--- config.mk ---
export PLATFORM = sky130hd
export DESIGN_NAME = rank_border_ctrl
export DESIGN_NICKNAME = d
export VERILOG_FILES = /design/src/rtl/rank_border_ctrl_pkg.sv /design/src/rtl/video_edge_detect.sv /design/src/rtl/rank_border_ctrl.sv
export SDC_FILE = /design/constraint.sdc
export NUM_CORES = 1
export LEC_CHECK = 0
export BUFFER_PORTS_ARGS = -buffer_cell sky130_fd_sc_hd__buf_2
export CORE_ASPECT_RATIO = 0.6
export CORE_MARGIN = 2
export CORE_UTILIZATION = 55
export DETAILED_ROUTE_END_ITERATION = 8
export PLACE_DENSITY_LB_ADDON = 0.3
export SETUP_SLACK_MARGIN = 0.5
export SLEW_MARGIN = 25
export SYNTH_ARGS = -nofsm -noshare
export SYNTH_HDL_FRONTEND = slang
export SYNTH_SLANG_ARGS = --single-unit
export TNS_END_PERCENT = 100
--- constraint.sdc ---
create_clock -name clk -period 10 [get_ports clk]
set_clock_uncertainty 0.2 [all_clocks]
set_input_delay 0.5 -clock clk [delete_from_list [all_inputs] [get_ports clk]]
set_output_delay 0.5 -clock clk [all_outputs]
set_load 0.01 [all_outputs]
--- src/rtl/rank_border_ctrl_pkg.sv ---
// Shared types and helpers for the rank-transform border qualifier.
package rank_border_ctrl_pkg;

   // Geometry-tracking FSM states
   typedef enum logic [1:0] {
      StSearch  = 2'd0,
      StMeasure = 2'd1,
      StLocked  = 2'd2
   } rbc_state_e;

   // Halo of a square odd window: pixels on each side of the centre
   function automatic int unsigned halo(input int unsigned window_size);
      return (window_size - 1) / 2;
   endfunction

endpackage

--- src/rtl/video_edge_detect.sv ---
// Rise/fall pulse generator for a bundle of video control signals.
// Pulses are formed from the current input and a registered previous sample, so they
// coincide with the first cycle that shows the new level.
module video_edge_detect #(
   parameter int unsigned WIDTH = 1
) (
   input  logic             clk,
   input  logic             rst_n,
   input  logic [WIDTH-1:0] sig,
   output logic [WIDTH-1:0] rise,
   output logic [WIDTH-1:0] fall
);

   logic [WIDTH-1:0] prev_q;

   // Previous-cycle sample of every tracked signal
   always_ff @(posedge clk) begin
      if (!rst_n) begin
         prev_q <= '0;
      end else begin
         prev_q <= sig;
      end
   end

   // Edge pulses relative to the previous sample
   always_comb begin
      rise = sig & ~prev_q;
      fall = ~sig & prev_q;
   end

endmodule

--- src/rtl/rank_border_ctrl.sv ---
// Border qualifier after the windowed rank transform: learns a stable frame size,
// then marks pixels whose window lies fully inside the image as valid and replaces
// the rest with a fixed border value. All outputs are registered (1-cycle latency).
module rank_border_ctrl
   import rank_border_ctrl_pkg::*;
#(
   parameter int unsigned WINDOW_SIZE  = 7,
   parameter int unsigned DATA_WIDTH   = 8,
   parameter int unsigned ROW_WIDTH    = 10,
   parameter int unsigned COL_WIDTH    = 11,
   parameter int unsigned BORDER_VALUE = 0
) (
   input  logic                  clk,
   input  logic                  rst_n,
   input  logic                  enable,
   input  logic                  de_in,
   input  logic                  h_sync_in,
   input  logic                  v_sync_in,
   input  logic [DATA_WIDTH-1:0] data_in,
   output logic                  de_out,
   output logic                  h_sync_out,
   output logic                  v_sync_out,
   output logic [DATA_WIDTH-1:0] data_out,
   output logic                  valid_out,
   output logic                  locked,
   output logic                  geom_err
);

   localparam int unsigned           Halo    = halo(WINDOW_SIZE);
   localparam logic [COL_WIDTH-1:0]  HaloCol = COL_WIDTH'(Halo);
   localparam logic [COL_WIDTH-1:0]  WinCol  = COL_WIDTH'(WINDOW_SIZE);
   localparam logic [ROW_WIDTH-1:0]  HaloRow = ROW_WIDTH'(Halo);
   localparam logic [ROW_WIDTH-1:0]  WinRow  = ROW_WIDTH'(WINDOW_SIZE);
   localparam logic [DATA_WIDTH-1:0] Border  = DATA_WIDTH'(BORDER_VALUE);

   // Edge pulses: bit 0 = de, bit 1 = v_sync
   logic [1:0] rise;
   logic [1:0] fall;
   logic       de_fall;
   logic       v_rise;
   logic       unused_edges;

   // Coordinate counters
   logic [ROW_WIDTH-1:0] row_q, row_d, row_inc;
   logic [COL_WIDTH-1:0] col_q, col_d;

   // Geometry: width_q doubles as the line width under measurement while in StMeasure
   logic [COL_WIDTH-1:0] width_q, width_d;
   logic [ROW_WIDTH-1:0] height_q, height_d;
   logic                 seen_q, seen_d;   // a line width has been captured this frame
   logic                 bad_q, bad_d;     // unequal line widths seen this frame
   logic                 armed_q, armed_d; // measurement frame started at a frame boundary

   logic [COL_WIDTH-1:0] meas_w;
   logic                 meas_bad;
   logic [ROW_WIDTH-1:0] height_now;

   rbc_state_e state_q, state_d;
   logic       geom_err_d;

   logic [ROW_WIDTH-1:0] cur_row;
   logic [COL_WIDTH-1:0] cur_col;
   logic                 valid_d;

   video_edge_detect #(
      .WIDTH(2)
   ) u_edge (
      .clk  (clk),
      .rst_n(rst_n),
      .sig  ({v_sync_in, de_in}),
      .rise (rise),
      .fall (fall)
   );

   assign de_fall      = fall[0];
   assign v_rise       = rise[1];
   assign unused_edges = rise[0] ^ fall[1];

   // Saturating row/col counters; the line end is applied before the frame clear
   always_comb begin
      row_inc = (row_q == '1) ? row_q : row_q + 1'b1;
      row_d   = row_q;
      col_d   = col_q;
      if (de_in) begin
         col_d = (col_q == '1) ? col_q : col_q + 1'b1;
      end
      if (de_fall) begin
         col_d = '0;
         row_d = row_inc;
      end
      if (v_rise) begin
         row_d = '0;
         col_d = de_in ? COL_WIDTH'(1) : '0;
      end
   end

   // Frame height as seen at this v_sync edge, counting a line that ends in the same cycle
   assign height_now = de_fall ? row_inc : row_q;

   // Width and consistency of the frame being measured, including a line ending now
   always_comb begin
      meas_w   = seen_q ? width_q : (de_fall ? col_q : '0);
      meas_bad = bad_q | (de_fall & seen_q & (col_q != width_q));
   end

   // Lock FSM: next state, geometry capture and mismatch detection
   always_comb begin
      state_d    = state_q;
      width_d    = width_q;
      height_d   = height_q;
      seen_d     = seen_q;
      bad_d      = bad_q;
      armed_d    = armed_q;
      geom_err_d = 1'b0;

      unique case (state_q)
         StSearch: begin
            if (v_rise) begin
               state_d = StMeasure;
               seen_d  = 1'b0;
               bad_d   = 1'b0;
               armed_d = 1'b1;
            end
         end

         StMeasure: begin
            if (de_fall && !seen_q) begin
               width_d = col_q;
               seen_d  = 1'b1;
            end else if (de_fall && (col_q != width_q)) begin
               bad_d = 1'b1;
            end
            if (v_rise) begin
               // Only a frame observed from its start may establish the lock
               if (armed_q && !meas_bad && (meas_w >= WinCol) && (height_now >= WinRow)) begin
                  state_d  = StLocked;
                  width_d  = meas_w;
                  height_d = height_now;
               end
               seen_d  = 1'b0;
               bad_d   = 1'b0;
               armed_d = 1'b1;
            end
         end

         StLocked: begin
            if (de_fall && (col_q != width_q)) begin
               geom_err_d = 1'b1;
               state_d    = StMeasure;
               seen_d     = 1'b0;
               bad_d      = 1'b0;
               // Rest of this frame is partial unless a new frame starts right now
               armed_d    = v_rise;
            end else if (v_rise && (height_now != height_q)) begin
               geom_err_d = 1'b1;
               state_d    = StMeasure;
               seen_d     = 1'b0;
               bad_d      = 1'b0;
               armed_d    = 1'b1;
            end
         end

         default: begin
            state_d = StSearch;
         end
      endcase

      if (!enable) begin
         state_d    = StSearch;
         geom_err_d = 1'b0;
      end
   end

   // Current pixel coordinates and window-inside-image qualification
   always_comb begin
      cur_row = v_rise ? '0 : row_q;
      cur_col = v_rise ? '0 : col_q;
      valid_d = enable && (state_q == StLocked) && de_in &&
                (cur_row >= HaloRow) && (cur_row < (height_q - HaloRow)) &&
                (cur_col >= HaloCol) && (cur_col < (width_q - HaloCol));
   end

   // Counters, geometry and FSM state
   always_ff @(posedge clk) begin
      if (!rst_n) begin
         state_q  <= StSearch;
         row_q    <= '0;
         col_q    <= '0;
         width_q  <= '0;
         height_q <= '0;
         seen_q   <= 1'b0;
         bad_q    <= 1'b0;
         armed_q  <= 1'b0;
      end else begin
         state_q  <= state_d;
         row_q    <= row_d;
         col_q    <= col_d;
         width_q  <= width_d;
         height_q <= height_d;
         seen_q   <= seen_d;
         bad_q    <= bad_d;
         armed_q  <= armed_d;
      end
   end

   // Output register stage keeping syncs, data and qualifiers aligned
   always_ff @(posedge clk) begin
      if (!rst_n) begin
         de_out     <= 1'b0;
         h_sync_out <= 1'b0;
         v_sync_out <= 1'b0;
         data_out   <= '0;
         valid_out  <= 1'b0;
         geom_err   <= 1'b0;
      end else begin
         de_out     <= de_in;
         h_sync_out <= h_sync_in;
         v_sync_out <= v_sync_in;
         data_out   <= valid_d ? data_in : Border;
         valid_out  <= valid_d;
         geom_err   <= geom_err_d;
      end
   end

   assign locked = (state_q == StLocked);

endmodule
==> metrics.md <==
| Metric | Value |
|---|---|
| Capturing element type of the critical path | `register` |
| Worst hold stages | `2` |
| Number of nets in the synthesized netlist | `614` |
| Warning count from the yosys run | `0` |
| Post-synth EDFFs | `0` |
| Number of top-level pins | `28` |
| First-pass GRT wire length | `22.1 mm` |
| Worst path buffer plus inverter count | `1` |
| Number of buffers added to fix hold violations after cts | `0` |
| Maximum count of clock buffers along a single path | `2` |
| Critical path peak fanout | `33` |
| Portion of synthesized cell area occupied by the leading cell type | `0.274` |
| Min Hold Slack | `0.197 ns` |
| Storage cell area | `1200 sq um` |
| Detailed Route WL | `13.9 mm` |
| Share of flip-flops with an asynchronous set or reset after synthesis | `0` |
| DR WL/cell | `20.3 microns` |
| Max Clock Freq | `267 MHz` |
| Area occupied by multi-input gates | `2950 sq um` |
| Actual transition at the worst max-transition pin | `0.965 ns` |
| Pwr/cell area | `130 nW/um^2` |
| Clock transition at path regs | `0.05 ns` |
| Final std cells w/o fill | `684` |
| Die area | `8720 sq um` |
| Stage delay of the slowest cell on the critical path | `0.61 ns` |
| Antenna Nets Post-Route | `0` |
| Number of vias per cell after detailed routing | `6.60` |
| Number of nets in the layout | `608` |
| Die Span X | `119 microns` |
| Run status | `finished clean` |
| Placeable core region | `7790 sq um` |
| Final critical-path required period | `3.75 ns` |
| Portion of the post-synthesis area used by sequential elements | `0.274` |
| Via count of the first global-routing pass | `4071` |
| Unique cell type count in the Yosys netlist | `63` |
| Worst rel slew slack | `0.355` |
| H-tree depth | `3` |
| Final clock period utilization by the worst path | `0.375` |
| Aggregate negative setup slack | `0 ns` |
| Worst-path cell with the longest stage delay | `sky130_fd_sc_hd__dfxtp_1` |
| Post-detailed-placement half-perimeter wirelength | `10.1 mm` |
| Area grow syn2layout | `10.2%` |
| Worst min-delay path category | `in2reg` |
| Maximum Capacitance Violations | `0` |
| Number of rows created at floorplan | `25` |
| Type of the worst setup path | `reg2reg` |
| Number of diodes added for antenna fixing | `0` |
| Cell count after synthesis | `577` |
| Gr usage total | `0.330` |
| Number of antenna violations at the first check in global routing | `0` |
| FF+latch count, synth | `60` |
| Critical Path Stages | `9` |
| Placed cell count | `668` |
| DR vias | `4514` |
| Die Ht | `73.2 microns` |
| Critical path startpoint category | `register` |
| Gp weighted congestion | `1.06` |
| Summed instance area of the synthesized netlist | `4380 sq um` |
| Proportion of layout cells with a drive suffix above 1 | `0.106` |
| Unrepaired setup endpoints after global routing | `false` |
| Cells resized by post-CTS repair | `0` |
| Master cell of the clock root buffer | `sky130_fd_sc_hd__clkbuf_16` |
| Final max-slew violation count | `0` |
| Number of design-rule violations left by the first detailed-router iteration | `517` |
| Largest net degree at the start of global routing | `34` |
| Category of cells accounting for the largest share of critical-path delay | `compound AO/OA/AOI/OAI gates` |
| Standby leakage power | `1.90 nW` |
| Total of buffers placed on input and output ports | `27` |
| Clock tree from TritonCTS | `yes` |
| Leftover overflow at the end of global routing | `0` |
| Ys flop type | `sky130_fd_sc_hd__dfxtp_1` |
| Number of setup violations in the final report | `0` |
| Synthesized area per cell | `7.60 sq um` |
| Setup fix buffers added after clock tree synthesis | `0` |
| Post-route standard cell area excluding fillers | `4830 sq um` |
| Number of buffers created by CTS | `9` |
| Starting density of the core | `0.563` |
| Worst-case reg-to-reg path depth | `9` |
| Count of final hold-check violations | `0` |
| Max rail drop VDD | `141 uV` |
| Cells taking the most area after synthesis | `sky130_fd_sc_hd__dfxtp_1 27%, sky130_fd_sc_hd__ha_1 6.6%, sky130_fd_sc_hd__nand2_1 4.3%` |
| Final core occ | `0.620` |
| Total iterations of the first detailed-routing run | `5` |
| Skew-Pair Late Insertion Delay | `0.34 ns` |
| TritonCTS Sinks | `60` |
| Worst EP required | `9.99 ns` |
| Fillcell total | `681` |
| Final routed DRC violation total | `0` |
| Area post-placement | `4490 sq um` |
| Critical Path AT | `3.75 ns` |
| Cell type contributing the most total cell area after synthesis | `sky130_fd_sc_hd__dfxtp_1` |
| Ordered cell list for the critical path | `ha_1 -> and4_1 -> nand3_1 -> a31oi_1 -> o211ai_1 -> o211ai_2 -> buf_4 -> or4_1 -> a21oi_1` |
## sequential cells by signal (all words and copies together), names as in the netlist
register,count
row_q,10
u_edge.prev_q,1
width_q,11
height_q,10
valid_out,1
state_q,2
data_out,8
bad_q,1
seen_q,1
col_q,11
geom_err,1
armed_q,1
v_sync_out,1
h_sync_out,1
## layer usage
layer  global-route usage  wire length, microns  vias to the layer above
li1                     -                     -                     2094
met1                0.475                  6280                     2117
met2                0.454                  5340                      284
met3                0.140                  2120                       19
met4               0.0714                   134                        0
met5                    0                     0                        -
## layout make-up
class	count	share of cell area
clock buffers	12	0.0552
clock inverters	4	0.0145
inverters	13	0.0101
multi-input cells	457	0.611
flip-flops and latches	60	0.249
well taps	108	0.0280
repair buffers	30	0.0326
## where the power goes
part | internal [mW] | total, mW | switching (mW)
Combinational | 0.00923 | 0.0302 | 0.0210
Sequential | 0.241 | 0.245 | 0.00353
Clock | 0.237 | 0.351 | 0.114
## cell families after synthesis
| family | count (synthesis) | synth area share |
|---|---|---|
| xor+xnor | 37 | 0.0739 |
| buf+inv | 60 | 0.0579 |
| compound gates | 138 | 0.211 |
| fa+ha+maj | 23 | 0.0656 |
| simple gates | 254 | 0.306 |
| mux | 5 | 0.0114 |
| flops | 60 | 0.274 |
## stage by stage
stage / power (mW) / setup WS, ns
2_1_floorplan: 0.268 / 6.71
3_5_place_dp: 0.278 / 6.28
6_report: 0.626 / 6.25
3_3_place_gp: 0.278 / 6.28
4_1_cts: 0.628 / 6.33
5_1_grt: 0.642 / 6.08
## worst reg2reg max path: stages (launching register included)
cell,delay [ns]
sky130_fd_sc_hd__dfxtp_1,0.61
sky130_fd_sc_hd__ha_1,0.41
sky130_fd_sc_hd__and4_1,0.35
sky130_fd_sc_hd__nand3_1,0.22
sky130_fd_sc_hd__a31oi_1,0.54
sky130_fd_sc_hd__o211ai_1,0.23
sky130_fd_sc_hd__o211ai_2,0.42
sky130_fd_sc_hd__buf_4,0.40
sky130_fd_sc_hd__or4_1,0.18
sky130_fd_sc_hd__a21oi_1,0.06
## final timing paths
path	startpoint	to	slack, ns
setup reg to reg	row_q[0]$_SDFF_PP0_	height_q[7]$_SDFFE_PN0P_	6.25
hold / removal	h_sync_in	h_sync_out$_SDFF_PN0_	0.20
setup / recovery	row_q[0]$_SDFF_PP0_	height_q[7]$_SDFFE_PN0P_	6.25
hold reg to reg	bad_q$_SDFFE_PN0P_	bad_q$_SDFFE_PN0P_	0.32
## synth_stat cells (all sizes together), types with 3 or more instances
| master | instances |
|---|---|
| and2 | 22 |
| o21ai | 33 |
| nor3b | 3 |
| buf | 19 |
| nand2 | 50 |
| nor2b | 9 |
| a21o | 5 |
| a31oi | 5 |
| nand4 | 6 |
| or3 | 10 |
| ha | 23 |
| and3 | 9 |
| a21oi | 31 |
| nor2 | 46 |
| nand3 | 33 |
| o211ai | 13 |
| a211oi | 6 |
| o31a | 3 |
| nor4 | 19 |
| mux2i | 5 |
| o311ai | 10 |
| clkbuf | 28 |
| nor3 | 29 |
| nand2b | 5 |
| or4 | 4 |
| o21a | 4 |
| o31ai | 4 |
| inv | 13 |
| xnor2 | 20 |
| xor2 | 17 |
| dfxtp | 60 |
| a2111oi | 3 |
| or2 | 3 |
## cell usage in the layout (no fill, tap or decap), drive strengths merged, types with 6 or more instances in the layout
cell type  Yosys  layout
o21ai         33      33
o211ai        13      13
clkbuf        28      12
a211oi         6       6
nand4          6       6
nand2         50      50
nor2          46      46
dfxtp         60      60
nor4          19      19
and2          22      22
or3           10      10
inv           13      13
o311ai        10      10
buf           19      30
and3           9       9
nor3          29      29
xnor2         20      20
ha            23      23
a21oi         31      31
xor2          17      17
nor2b          9       9
nand3         33      33
(Power assumes the default switching activity.)
